$ cat src/rtl/branch_pkg.sv
// Shared encodings for the branch resolution unit: id_op modes, 2-bit predictor
// counter states and the predictor reset value.
package branch_pkg;

    typedef enum logic [2:0] {
        OP_BEQ  = 3'b000,
        OP_BNE  = 3'b001,
        OP_BLT  = 3'b010,
        OP_BGE  = 3'b011,
        OP_BLTU = 3'b100,
        OP_BGEU = 3'b101
    } branch_op_e;

    typedef enum logic [1:0] {
        CTR_STRONG_NT = 2'b00,
        CTR_WEAK_NT   = 2'b01,
        CTR_WEAK_T    = 2'b10,
        CTR_STRONG_T  = 2'b11
    } ctr_e;

    localparam ctr_e BHT_RESET = CTR_WEAK_NT;

    // Saturating step of a predictor counter toward the resolved outcome.
    function automatic ctr_e ctr_train(input ctr_e c, input logic taken);
        ctr_e r;
        r = c;
        if (taken) begin
            if (c != CTR_STRONG_T) r = ctr_e'(c + 2'd1);
        end else begin
            if (c != CTR_STRONG_NT) r = ctr_e'(c - 2'd1);
        end
        return r;
    endfunction

endpackage

$ cat src/rtl/branch_cond.sv
// Combinational branch condition evaluator: signed/unsigned compare modes,
// legacy equality flag and illegal-mode detection.
module branch_cond
    import branch_pkg::*;
#(
    parameter int unsigned WIDTH = 16
) (
    input  logic [2:0]       op_i,
    input  logic [WIDTH-1:0] rd1_i,
    input  logic [WIDTH-1:0] rd2_i,
    output logic             taken_o,
    output logic             equal_o,
    output logic             illegal_o
);

    logic lt_s;
    logic lt_u;

    assign equal_o = (rd1_i == rd2_i);
    assign lt_s    = ($signed(rd1_i) < $signed(rd2_i));
    assign lt_u    = (rd1_i < rd2_i);

    always_comb begin
        taken_o   = 1'b0;
        illegal_o = 1'b0;
        case (branch_op_e'(op_i))
            OP_BEQ:  taken_o = equal_o;
            OP_BNE:  taken_o = ~equal_o;
            OP_BLT:  taken_o = lt_s;
            OP_BGE:  taken_o = ~lt_s;
            OP_BLTU: taken_o = lt_u;
            OP_BGEU: taken_o = ~lt_u;
            default: illegal_o = 1'b1;
        endcase
    end

endmodule

$ cat src/rtl/branch_compare_unit.sv
// Branch resolution stage with 2-bit saturating-counter predictor table.
// Optional statistics counters are built when BRANCH_STATS_EN is defined.
module branch_compare_unit
    import branch_pkg::*;
#(
    parameter int unsigned WIDTH     = 16,
    parameter int unsigned PC_WIDTH  = 16,
    parameter int unsigned BHT_DEPTH = 16,
    parameter int unsigned CNT_W     = 16
) (
    input  logic                clk,
    input  logic                rst,
    input  logic [PC_WIDTH-1:0] if_pc,
    output logic                if_pred_taken,
    input  logic                id_valid,
    input  logic [2:0]          id_op,
    input  logic [WIDTH-1:0]    id_rd1,
    input  logic [WIDTH-1:0]    id_rd2,
    input  logic [PC_WIDTH-1:0] id_pc,
    input  logic                id_pred_taken,
    input  logic                stall,
    input  logic                flush,
    output logic                res_valid,
    output logic                res_taken,
    output logic                res_equal,
    output logic                res_mispredict,
    output logic                res_illegal,
    input  logic                stat_clear,
    output logic [CNT_W-1:0]    stat_branches,
    output logic [CNT_W-1:0]    stat_mispredicts
);

    localparam int unsigned IDX_W = $clog2(BHT_DEPTH);

    logic cond_taken;
    logic cond_equal;
    logic cond_illegal;
    logic acc;
    logic mis_now;

    branch_cond #(
        .WIDTH (WIDTH)
    ) u_cond (
        .op_i      (id_op),
        .rd1_i     (id_rd1),
        .rd2_i     (id_rd2),
        .taken_o   (cond_taken),
        .equal_o   (cond_equal),
        .illegal_o (cond_illegal)
    );

    assign acc     = id_valid & ~stall & ~flush;
    assign mis_now = cond_taken ^ id_pred_taken;

    logic res_valid_q, res_valid_d;
    logic res_taken_q, res_taken_d;
    logic res_equal_q, res_equal_d;
    logic res_mis_q,   res_mis_d;
    logic res_ill_q,   res_ill_d;

    // Flush dominates stall; taken/equal hold on idle cycles.
    always_comb begin
        res_valid_d = res_valid_q;
        res_taken_d = res_taken_q;
        res_equal_d = res_equal_q;
        res_mis_d   = res_mis_q;
        res_ill_d   = res_ill_q;
        if (flush) begin
            res_valid_d = 1'b0;
            res_mis_d   = 1'b0;
            res_ill_d   = 1'b0;
        end else if (!stall) begin
            if (id_valid) begin
                res_valid_d = 1'b1;
                res_taken_d = cond_taken;
                res_equal_d = cond_equal;
                res_ill_d   = cond_illegal;
                res_mis_d   = mis_now;
            end else begin
                res_valid_d = 1'b0;
                res_mis_d   = 1'b0;
                res_ill_d   = 1'b0;
            end
        end
    end

    always_ff @(posedge clk or posedge rst) begin
        if (rst) begin
            res_valid_q <= 1'b0;
            res_taken_q <= 1'b0;
            res_equal_q <= 1'b0;
            res_mis_q   <= 1'b0;
            res_ill_q   <= 1'b0;
        end else begin
            res_valid_q <= res_valid_d;
            res_taken_q <= res_taken_d;
            res_equal_q <= res_equal_d;
            res_mis_q   <= res_mis_d;
            res_ill_q   <= res_ill_d;
        end
    end

    assign res_valid      = res_valid_q;
    assign res_taken      = res_taken_q;
    assign res_equal      = res_equal_q;
    assign res_mispredict = res_mis_q;
    assign res_illegal    = res_ill_q;

    ctr_e             bht_q [BHT_DEPTH];
    ctr_e             bht_d;
    logic             bht_we;
    logic [IDX_W-1:0] upd_idx;
    logic [IDX_W-1:0] look_idx;

    assign upd_idx  = id_pc[IDX_W:1];
    assign look_idx = if_pc[IDX_W:1];
    assign bht_we   = acc & ~cond_illegal;
    assign bht_d    = ctr_train(bht_q[upd_idx], cond_taken);

    // Lookup reads the registered array, so a same-cycle update is seen next cycle.
    assign if_pred_taken = bht_q[look_idx][1];

    always_ff @(posedge clk or posedge rst) begin
        if (rst) begin
            for (int unsigned i = 0; i < BHT_DEPTH; i++) begin
                bht_q[i] <= BHT_RESET;
            end
        end else if (bht_we) begin
            bht_q[upd_idx] <= bht_d;
        end
    end

    logic unused_pc_bits;
    assign unused_pc_bits = ^{if_pc[0], id_pc[0],
                              if_pc[PC_WIDTH-1:IDX_W+1], id_pc[PC_WIDTH-1:IDX_W+1]};

`ifdef BRANCH_STATS_EN
    logic [CNT_W-1:0] stat_br_q,  stat_br_d;
    logic [CNT_W-1:0] stat_mis_q, stat_mis_d;

    always_comb begin
        stat_br_d  = stat_br_q;
        stat_mis_d = stat_mis_q;
        if (stat_clear) begin
            stat_br_d  = '0;
            stat_mis_d = '0;
        end else if (acc) begin
            if (stat_br_q != '1) stat_br_d = stat_br_q + CNT_W'(1);
            if (mis_now && (stat_mis_q != '1)) stat_mis_d = stat_mis_q + CNT_W'(1);
        end
    end

    always_ff @(posedge clk or posedge rst) begin
        if (rst) begin
            stat_br_q  <= '0;
            stat_mis_q <= '0;
        end else begin
            stat_br_q  <= stat_br_d;
            stat_mis_q <= stat_mis_d;
        end
    end

    assign stat_branches    = stat_br_q;
    assign stat_mispredicts = stat_mis_q;
`else
    logic unused_stat_clear;
    assign unused_stat_clear = stat_clear;
    assign stat_branches     = '0;
    assign stat_mispredicts  = '0;
`endif

endmodule

$ cat config.mk
export PLATFORM = sky130hd
export DESIGN_NAME = branch_compare_unit
export DESIGN_NICKNAME = d
export VERILOG_FILES = /design/src/rtl/branch_pkg.sv /design/src/rtl/branch_cond.sv /design/src/rtl/branch_compare_unit.sv
export SDC_FILE = /design/constraint.sdc
export NUM_CORES = 1
export LEC_CHECK = 0
export BUFFER_PORTS_ARGS = -buffer_cell sky130_fd_sc_hd__buf_2
export CORE_AREA = 3 3 86 80
export CTS_CLUSTER_SIZE = 16
export DETAILED_ROUTE_END_ITERATION = 10
export DIE_AREA = 0 0 89 83
export PLACE_DENSITY = 0.72
export SYNTH_ARGS = -nofsm -noshare
export SYNTH_HDL_FRONTEND = slang
export SYNTH_HIERARCHICAL = 1
export SYNTH_SLANG_ARGS = --single-unit
$ cat constraint.sdc
create_clock -name clk -period 1.7 [get_ports clk]
set_input_delay 0.085 -clock clk [delete_from_list [all_inputs] [get_ports clk]]
set_output_delay 0.085 -clock clk [all_outputs]
set_load 0.01 [all_outputs]
==> metrics.yaml, run 1 <==
status: "finished with violations"
violations: "setup timing"
drive_gt1_share_pct: 48.4
arrival_ns: 2.45
clock_latency_ns: 0.30
initial_core_util_pct: 43.6
htreeDepth: 2
io_pins: 112
drcViolationCount: 0
ys_top_cells_by_area: "dfrtp_1, dfstp_2, mux4_2"
path_delay_family: "simple AND/OR/NAND/NOR gates"
pwr-share-clk_pct: 35.1
final_antenna_net_count: 0
ys_seq_area_share_pct: 35.9
power_density_nw_per_um2: 688
hold_path_end: "res_illegal$_DFFE_PP0P_"
synth_cells: 264
hold_path_depth: 2
crit_path_max_fanout: 8
synth_top_area_share_pct: 19.9
finalWeightedCongestion: 0.814
required_ns: 1.88
drv_slew: 0
power.internal_uw: 1680
fin_nets: 424
dr.pass1.iters: 4
finalNonFillerCells: 407
p_switching_uw: 652
critPathKind: "input port to flop"
dpl_worst_slack_ns: -1.00
fin_skew_ns: 0.00792
num_vias: 2106
path_clk_slew_ns: 0.08
drt_wl_total_mm: 5.98
r2r_end: "bht_q[15]$_DFFE_PP0P_"
first_global_vias: 1953
core_area_um2: 6050
antenna_found_initial: 0
p_leak_uw: 0.00156
grt_max_degree: 38
dp.cells: 398
synth_area_um2: 2640
worst_setup_path_start_kind: "input port"
crit_chain: "buf_6 > ha_4 > nand4_1 > or4_4 > a21o_1 > a31oi_2 > nand3b_1 > o221ai_2 > maj3_2 > mux2_4"
vdd_drop_max_mv: 0.314
slowest_stage: "or4_4"
setup_viol: 35
area_growth_pct: 28.3
ys_warn_count: 6
mostFrequentLayoutCells: "buf_2, nand2_1, conb_1"
finalHoldViolations: 0
period_share_pct: 134
grt_setup_unrepaired: "true"
layout_commonest_cell: "buf_2"
drt_iter0_drc: 105
via_per_inst: 5.17
root_buffer: "clkbuf_8"
grt_pass1_wl_mm: 9.40
period_minus_slack_ns: 2.27
top_layer_used: "met4"
synth_top_cell_by_area: "dfrtp_1"
setup_ws_ns: -0.574
max_freq_mhz: 440
gr-usage-all-layers_pct: 16.2
dp_hpwl_mm: 4.43
die_h_um: 83
power_frac_comb_pct: 22.7
antenna_cells: 0
portBuffers: 54
cp-end-kind: "flop"
dieArea_um2: 7390
worstReg2RegStart: "bht_q[25]$_DFFE_PP0P_"
slowest_delay_ns: 0.55
r2r_setup_slack_ns: -0.29
worst_r2r_path_depth: 4
netSwitchingFraction_pct: 28.0
cts_made_buffers: 5
fillers: 520
syn_area_per_cell_um2: 9.99
hold_start: "flush"
clock_path_buffers: 2
met2_length_mm: 2.83
hold_class: "input port to flop"
synth-seq-cells: 37
rows: 27
met1_length_mm: 2.70
die-width_um: 89
wl_met3_um: 355
cts.sinks: 37
synth_cell_type_count: 36
wl_per_cell_um: 14.7
cts_tree: "built"
pwr-share-seq_pct: 42.2
cp_num_buf_inv: 1
grt_remaining_overflow: 0
cap_violations: 0
==> how the worst max path moves through the flow <==
stage,startpoint,end,slack [ns],cells after the start
floorplan,id_rd2[9],bht_q[25]$_DFFE_PP0P_,-0.61,10
global placement,id_rd2[9],bht_q[17]$_DFFE_PP0P_,-0.91,12
detailed placement,id_rd2[9],bht_q[7]$_DFFE_PP0P_,-1.0,12
CTS,id_rd2[11],bht_q[15]$_DFFE_PP0P_,-0.57,11
global route,id_rd1[11],bht_q[29]$_DFFE_PP0P_,-0.65,10
finish,id_rd1[11],bht_q[15]$_DFFE_PP0P_,-0.57,10
==> cells by family (layout without fill, tap and decap cells) <==
family / after synthesis / in the layout / synth area share, %
XOR/XNOR: 2 / 2 / 0.665
other: 1 / 32 / 0.142
flip-flops: 37 / 37 / 35.9
AND/OR/NAND/NOR: 75 / 75 / 14.2
multiplexers: 29 / 29 / 17.8
AO/OA/AOI/OAI: 41 / 41 / 8.78
adder cells (fa/ha/maj): 20 / 20 / 9.25
buffers and inverters: 59 / 99 / 13.2
==> power by group through the flow <==
stage	logic [uW]	registers, uW	clock network, uW
CTS	489	981	822
global placement	435	995	0
global route	591	989	862
floorplan	338	993	0
detailed placement	446	995	0
finish	529	982	817
==> per-layer routing <==
metal / vias to the layer above / GRT usage, %
li1: 1009 / -
met5: - / 0
met3: 13 / 3.47
met2: 75 / 24.2
met1: 1009 / 23.4
met4: 0 / 4.74
==> final cells by class <==
type	count	area, um2	area share (%)
clock buffers	6	82.6	2.44
repair buffers	71	472	13.9
multi-input cells	199	1660	49.1
flip-flops and latches	37	946	28.0
inverters	20	95.1	2.81
clock inverters	2	37.5	1.11
well taps	72	90.1	2.66
==> registers in the layout, indices dropped and copies added (netlist names) <==
name	count
res_mispredict	1
res_illegal	1
bht_q	32
res_equal	1
res_valid	1
res_taken	1
==> cell usage after synthesis <==
cell,number
nand2_1,34
buf_4,33
o21ai_0,26
dfrtp_1,21
inv_1,20
dfstp_2,16
ha_1,16
mux2_2,13
mux4_2,13
a21oi_1,10
nand3_1,9
nand4_1,8
nor2_1,8
nor2b_1,4
buf_2,3
maj3_2,3
mux2i_1,3
buf_1,2
nand2b_1,2
nand3b_1,2
nand4b_1,2
xnor2_1,2
a21o_1,1
a221oi_1,1
a31oi_2,1
and2_1,1
clkbuf_1,1
conb_1,1
maj3_1,1
nor3_1,1
nor4b_1,1
nor4b_2,1
nor4bb_1,1
o211ai_1,1
o221ai_2,1
or4_1,1
==> through the flow <==
stage               TNS [ns]  instance area, um2  utilization (%)  power (uW)  hold WS (ns)
detailed placement    -31.91                3030             50.2        1440         0.218
CTS                   -17.72                3250             53.8        2290        0.0220
finish                -17.20                3380             55.9        2330        0.0257
global placement      -29.72                3030             50.2        1430         0.208
global route          -21.11                3380             55.9        2440        0.0352
floorplan             -19.82                2830                -        1330         0.148
==> repair_timing <==
action / CTS / global route
resized for setup: 44 / 27
buffers inserted: 1 / 0
endpoints found under the setup margin: 35 / 35
hold endpoints to repair: 21 / 0
pin swaps: 22 / 11
hold buffers: 1 / 0
Power figures use the tool's default switching activity.
==> run 2, diff against run 1 <==
--- a/config.mk
+++ b/config.mk
@@ -6,11 +6,13 @@
 export NUM_CORES = 1
 export LEC_CHECK = 0
 export BUFFER_PORTS_ARGS = -buffer_cell sky130_fd_sc_hd__buf_2
-export CORE_AREA = 3 3 86 80
+export CORE_AREA = 3 3 85 79
+export CTS_BUF_LIST = sky130_fd_sc_hd__clkbuf_4 sky130_fd_sc_hd__clkbuf_8
+export CTS_CLUSTER_DIAMETER = 100
 export CTS_CLUSTER_SIZE = 16
 export DETAILED_ROUTE_END_ITERATION = 10
-export DIE_AREA = 0 0 89 83
-export PLACE_DENSITY = 0.72
+export DIE_AREA = 0 0 88 82
+export PLACE_DENSITY = 0.74
 export SYNTH_ARGS = -nofsm -noshare
 export SYNTH_HDL_FRONTEND = slang
 export SYNTH_HIERARCHICAL = 1
==> run 2 against run 1 <==
  * The run still ends with setup timing left
  * Sequential share of layout area decreased by 0.59 points
  * Hold slack got worse by 0.0023 ns
  * Utilization increased by 1.8 points
  * Non-clock buffer count increased by 5
  * Critical path type unchanged
  * Largest power group unchanged
==> metrics.yaml, run 2 (synthesis results as in run 1) <==
grt_pass1_wl_mm: 9.11  # -3.0%
r2r_end: "bht_q[11]$_DFFE_PP0P_"
r2r_setup_slack_ns: -0.28  # about the same
io_pins: 112  # unchanged
setup_ws_ns: -0.623  # -0.0485 ns
dr.pass1.iters: 4  # unchanged
postLayoutCoreUtil_pct: 57.8  # +1.8 points
cp-end-kind: "flop"
layout_commonest_cell: "buf_2"
required_ns: 1.88  # about the same
initial_core_util_pct: 44.1  # +0.49 points
cap_violations: 0  # unchanged
rows: 27  # unchanged
cts.sinks: 37  # unchanged
drive_gt1_share_pct: 49.4  # +1.1 points
via_per_inst: 5.13  # -0.89%
finalHoldViolations: 0  # unchanged
hold_path_end: "res_illegal$_DFFE_PP0P_"
drt_wl_total_mm: 6.13  # +2.5%
clock_path_buffers: 2  # unchanged
antenna_cells: 0  # unchanged
hold_path_depth: 2  # unchanged
wl_per_cell_um: 14.9  # +1.3%
path_clk_slew_ns: 0.07  # about the same
portBuffers: 54  # unchanged
fin_skew_ns: 0.00436  # -0.00356 ns
largest_reg_flops: 32  # unchanged
worst_r2r_path_depth: 4  # unchanged
dieArea_um2: 7220  # -2.3%
period_minus_slack_ns: 2.32  # +0.0485 ns
gr-usage-all-layers_pct: 16.6  # +0.41 points
grt_setup_unrepaired: "true"
hold_start: "flush"
clock_latency_ns: 0.30  # about the same
drt_iter0_drc: 94  # -10%
mostFrequentLayoutCells: "buf_2, nand2_1, conb_1"
max_freq_mhz: 431  # -2.1%
first_global_vias: 1977  # +1.2%
p_leak_uw: 0.00159  # +2.0%
dpl_worst_slack_ns: -1.03  # -0.0256 ns
arrival_ns: 2.50  # +0.05 ns
num_vias: 2113  # +0.33%
drv_slew: 0  # unchanged
dp_hpwl_mm: 4.56  # +3.0%
htreeDepth: 2  # unchanged
cts_tree: "built"
hold_class: "input port to flop"
fin_nets: 429  # +1.2%
critPathKind: "input port to flop"
period_share_pct: 137  # +2.9 points
die_h_um: 82  # -1.2%
vdd_drop_max_mv: 0.373  # +19%
worst_setup_path_start_kind: "input port"
core_area_um2: 5980  # -1.1%
root_buffer: "clkbuf_8"
violations: "setup timing"
power_density_nw_per_um2: 677  # -1.7%
final_antenna_net_count: 0  # unchanged
crit_path_max_fanout: 8  # unchanged
finalWeightedCongestion: 0.833  # +2.3%
fin_hold_ws_ns: 0.0234  # -0.00231 ns
antenna_found_initial: 0  # unchanged
status: "finished with violations"
grt_remaining_overflow: 0  # unchanged
worstReg2RegStart: "bht_q[9]$_DFFE_PP0P_"
grt_max_degree: 38  # unchanged
regMostFlops: "bht_q"
cts_made_buffers: 5  # unchanged
drcViolationCount: 0  # unchanged
die-width_um: 88  # -1.1%
area_growth_pct: 31.0
setup_viol: 35  # unchanged
==> run 2: cell count changes in the layout (fill, tap and decap cells not counted), moves of 2 or more <==
cell,change
o21ai_1,+3
inv_2,+2
inv_1,-2
buf_4,+4
o21ai_2,-3
==> run 2: power breakdown <==
group	switching [uW]	internal [uW]	total, uW	leakage, uW
sequential	27.7	956	984	0.000457
clock	309	494	803	0.0000619
combinational	289	263	551	0.00108
total	626	1710	2340	0.00159
==> run 2: timing repair <==
action / CTS / global route
pin swaps: 19 / 12
hold buffers: 1 / 0
setup endpoints to repair: 35 / 35
hold endpoints to repair: 21 / 0
buffers inserted: 3 / 2
cloned: 0 / 0
gates resized for setup: 46 / 28
==> run 2: final cells by class <==
cell class,instances,area (um2)
clock buffer,7,90.1
timing repair buffer,76,522
clock inverter,1,30.0
fill,484,2520
tap,72,90.1
sequential,37,946
inverter,20,95.1
multi-input combinational,199,1680
==> run 2: how the worst max path moves through the flow <==
stage	start	end	slack, ns	depth (start not counted)
floorplan	id_rd2[9]	bht_q[25]$_DFFE_PP0P_	-0.61	10
global placement	id_rd2[9]	bht_q[23]$_DFFE_PP0P_	-0.94	12
detailed placement	id_rd2[9]	bht_q[1]$_DFFE_PP0P_	-1.03	12
CTS	id_rd2[11]	bht_q[9]$_DFFE_PP0P_	-0.58	11
global route	id_rd2[14]	bht_q[11]$_DFFE_PP0P_	-0.70	11
finish	id_rd2[11]	bht_q[11]$_DFFE_PP0P_	-0.62	11
==> run 2: routing by layer <==
metal	track usage, %	vias to the layer above	routed length [um]
met1	21.1	1014	2600
met2	27.9	65	3090
met4	4.91	0	55
met5	0	-	0
li1	-	1027	-
met3	4.01	7	387
==> run 2: critical path, cell delays in order <==
cell      delay [ns]
buf_6           0.08
inv_4           0.03
ha_4            0.25
nand4_1         0.12
or4_4           0.54
a21o_1          0.20
nand4_1         0.12
nor2b_1         0.23
o221ai_4        0.16
maj3_2          0.40
mux2_4          0.30
==> run 2: through the flow <==
step | power, uW | area, um2 | TNS (ns) | instances
detailed placement | 1450 | 3050 | -32.38 | 399
global route | 2460 | 3450 | -21.88 | 412
finish | 2340 | 3450 | -18.41 | 412
floorplan | 1330 | 2830 | -19.82 | 295
CTS | 2300 | 3320 | -17.24 | 411
global placement | 1430 | 3050 | -30.41 | 399
==> run 3, diff against run 2 <==
--- a/config.mk
+++ b/config.mk
@@ -12,6 +12,7 @@
 export CTS_CLUSTER_SIZE = 16
 export DETAILED_ROUTE_END_ITERATION = 10
 export DIE_AREA = 0 0 88 82
+export MAX_ROUTING_LAYER = met4
 export PLACE_DENSITY = 0.74
 export SYNTH_ARGS = -nofsm -noshare
 export SYNTH_HDL_FRONTEND = slang
==> run 3 against run 2 <==
  * First-iteration DRC count down 21%
  * Largest power group unchanged
  * Routed wire length up 0.38%
  * Total power up 0.33%
  * Clock skew up 0.00094 ns
  * The flow still finishes with violations (setup timing)
  * Utilization unchanged
  * Die area unchanged
  * Combinational power about the same
  * Global-route usage up 0.44 points
  * Setup slack better by 0.0040 ns
  * Via count up 0.52%
  * Highest routed layer unchanged
==> metrics.yaml, run 3 (synthesis results as in run 1) <==
status: "finished with violations"
violations: "setup timing"
drcViolationCount: 0  # unchanged
grt_pass1_wl_mm: 9.11  # unchanged
fin_hold_ws_ns: 0.0222  # -0.00119 ns
power_density_nw_per_um2: 679  # +0.33%
drt_iter0_drc: 74  # -21%
worstReg2RegStart: "bht_q[9]$_DFFE_PP0P_"
total_power_uw: 2350  # +0.33%
portBuffers: 54  # unchanged
mostFrequentLayoutCells: "buf_2, nand2_1, conb_1"
period_share_pct: 136  # -0.23 points
area_growth_pct: 31.0  # unchanged
power.internal_uw: 1710  # about the same
grt.met2_usage_pct: 28.1  # +0.15 points
arrival_ns: 2.50  # about the same
r2r_setup_slack_ns: -0.28  # about the same
finalHoldViolations: 0  # unchanged
htreeDepth: 2  # unchanged
max_freq_mhz: 431  # +0.17%
p_switching_uw: 633  # +1.1%
crit_chain: "buf_6 > inv_4 > ha_4 > nand4_1 > or4_4 > a21o_1 > nand4_1 > nor2b_1 > o221ai_4 > maj3_2 > mux2_4"
netSwitchingFraction_pct: 27.0  # +0.20 points
path_common_cell: "nand4_1"
path_clk_slew_ns: 0.07  # about the same
die_h_um: 82  # unchanged
clock_latency_ns: 0.30  # about the same
critPathKind: "input port to flop"
clock_path_buffers: 2  # unchanged
finalWeightedCongestion: 0.846  # +1.5%
antenna_found_initial: 0  # unchanged
pwr-share-clk_pct: 34.5  # about the same
cts_made_buffers: 5  # unchanged
period_minus_slack_ns: 2.32  # -0.00396 ns
setup_viol: 35  # unchanged
dr.pass1.iters: 4  # unchanged
dieArea_um2: 7220  # unchanged
fin_nets: 429  # unchanged
grt_max_degree: 38  # unchanged
first_global_vias: 1977  # unchanged
final_antenna_net_count: 0  # unchanged
die-width_um: 88  # unchanged
worst_r2r_path_depth: 4  # unchanged
slowest_delay_ns: 0.54  # about the same
rows: 27  # unchanged
p_leak_uw: 0.00159  # about the same
drv_slew: 0  # unchanged
grt_remaining_overflow: 0  # unchanged
cp-endpoint: "bht_q[11]$_DFFE_PP0P_"
antenna_cells: 0  # unchanged
required_ns: 1.88  # about the same
fin_skew_ns: 0.00530  # +0.000945 ns
cp-end-kind: "flop"
setup_ws_ns: -0.619  # +0.00396 ns
grt_setup_unrepaired: "true"
crit_path_max_fanout: 8  # unchanged
layout_commonest_cell: "buf_2"
worst_setup_path_start_kind: "input port"
initial_core_util_pct: 44.1  # unchanged
power_frac_comb_pct: 23.5  # about the same
drive_gt1_share_pct: 49.7  # +0.29 points
postLayoutCoreUtil_pct: 57.8  # unchanged
cts.sinks: 37  # unchanged
top_usage_layer: "met2"
cp-startpoint: "id_rd2[11]"
largest_reg_flops: 32  # unchanged
drt_wl_total_mm: 6.15  # +0.38%
gr-usage-all-layers_pct: 17.0  # +0.44 points
r2r_end: "bht_q[11]$_DFFE_PP0P_"
fillers: 484  # unchanged
use_met1_pct: 21.0  # -0.13 points
via_per_inst: 5.16  # +0.52%
groute.layer.met3.usage_pct: 3.81  # -0.20 points
io_pins: 112  # unchanged
cts_tree: "built"
multi_input_area_um2: 1680  # unchanged
num_vias: 2124  # +0.52%
hold_class: "input port to flop"
slowest_stage: "or4_4"
dpl_worst_slack_ns: -1.03  # unchanged
tns_ns: -18.30  # +0.105 ns
pwr-share-seq_pct: 41.9  # -0.2 points
regMostFlops: "bht_q"
vdd_drop_max_mv: 0.375  # +0.71%
final-seq-area_um2: 946  # unchanged
wl_per_cell_um: 14.9  # +0.38%
dp_hpwl_mm: 4.56  # unchanged
core_area_um2: 5980  # unchanged
cap_violations: 0  # unchanged
root_buffer: "clkbuf_8"
## run 3: changes by cell type in the layout (fill, tap and decap cells not counted)
cell,change
inv_2,+1
inv_1,-1
## run 3: how the worst min path moves through the flow
stage / startpoint / endpoint / slack, ns / cells past startpoint
3_5_place_dp: rst / res_valid$_DFFE_PP0P_ / 0.22 / 3
4_1_cts: flush / res_illegal$_DFFE_PP0P_ / 0.02 / 2
6_report: flush / res_illegal$_DFFE_PP0P_ / 0.02 / 2
3_3_place_gp: rst / res_illegal$_DFFE_PP0P_ / 0.21 / 3
2_1_floorplan: flush / res_illegal$_DFFE_PP0P_ / 0.15 / 1
5_1_grt: flush / res_mispredict$_DFFE_PP0P_ / 0.05 / 2
## run 3: power by group through the flow
stage / registers, uW / logic [uW] / clock network (uW)
floorplan: 993 / 338 / 0
global placement: 995 / 439 / 0
detailed placement: 997 / 450 / 0
CTS: 983 / 493 / 821
global route: 991 / 610 / 866
finish: 984 / 553 / 810
## run 3: critical path: cells and delay by family
family                   cells  cell delay, ns
multiplexers                 1            0.30
adder cells (fa/ha/maj)      2            0.65
AO/OA/AOI/OAI                2            0.36
buffers and inverters        2            0.11
AND/OR/NAND/NOR              4            1.01
## run 3: metal layers
layer  wire length [um]  up-vias
li1                   -     1026
met1               2650     1016
met2               3050       72
met3                364       10
met4                 87        0
met5                  0        -
## run 3: final cells by class
type                    instances  share of cell area, %
clock buffers                   7                   2.61
clock inverters                 1                  0.869
inverters                      20                   2.75
multi-input cells             199                   48.7
flip-flops and latches         37                   27.4
well taps                      72                   2.61
repair buffers                 76                   15.1
## run 3: per-stage QoR
| step | instances | instance area [um2] |
|---|---|---|
| 2_1_floorplan | 295 | 2830 |
| 3_3_place_gp | 399 | 3050 |
| 3_5_place_dp | 399 | 3050 |
| 4_1_cts | 411 | 3320 |
| 5_1_grt | 412 | 3450 |
| 6_report | 412 | 3450 |
## run 3: what timing repair did
action | CTS | global route
setup endpoints to repair | 35 | 35
resized for setup | 46 | 29
pin swaps | 19 | 14
hold buffers | 1 | 0
gates cloned | 0 | 0
endpoints found under the hold margin | 21 | 0
buffers inserted | 3 | 2
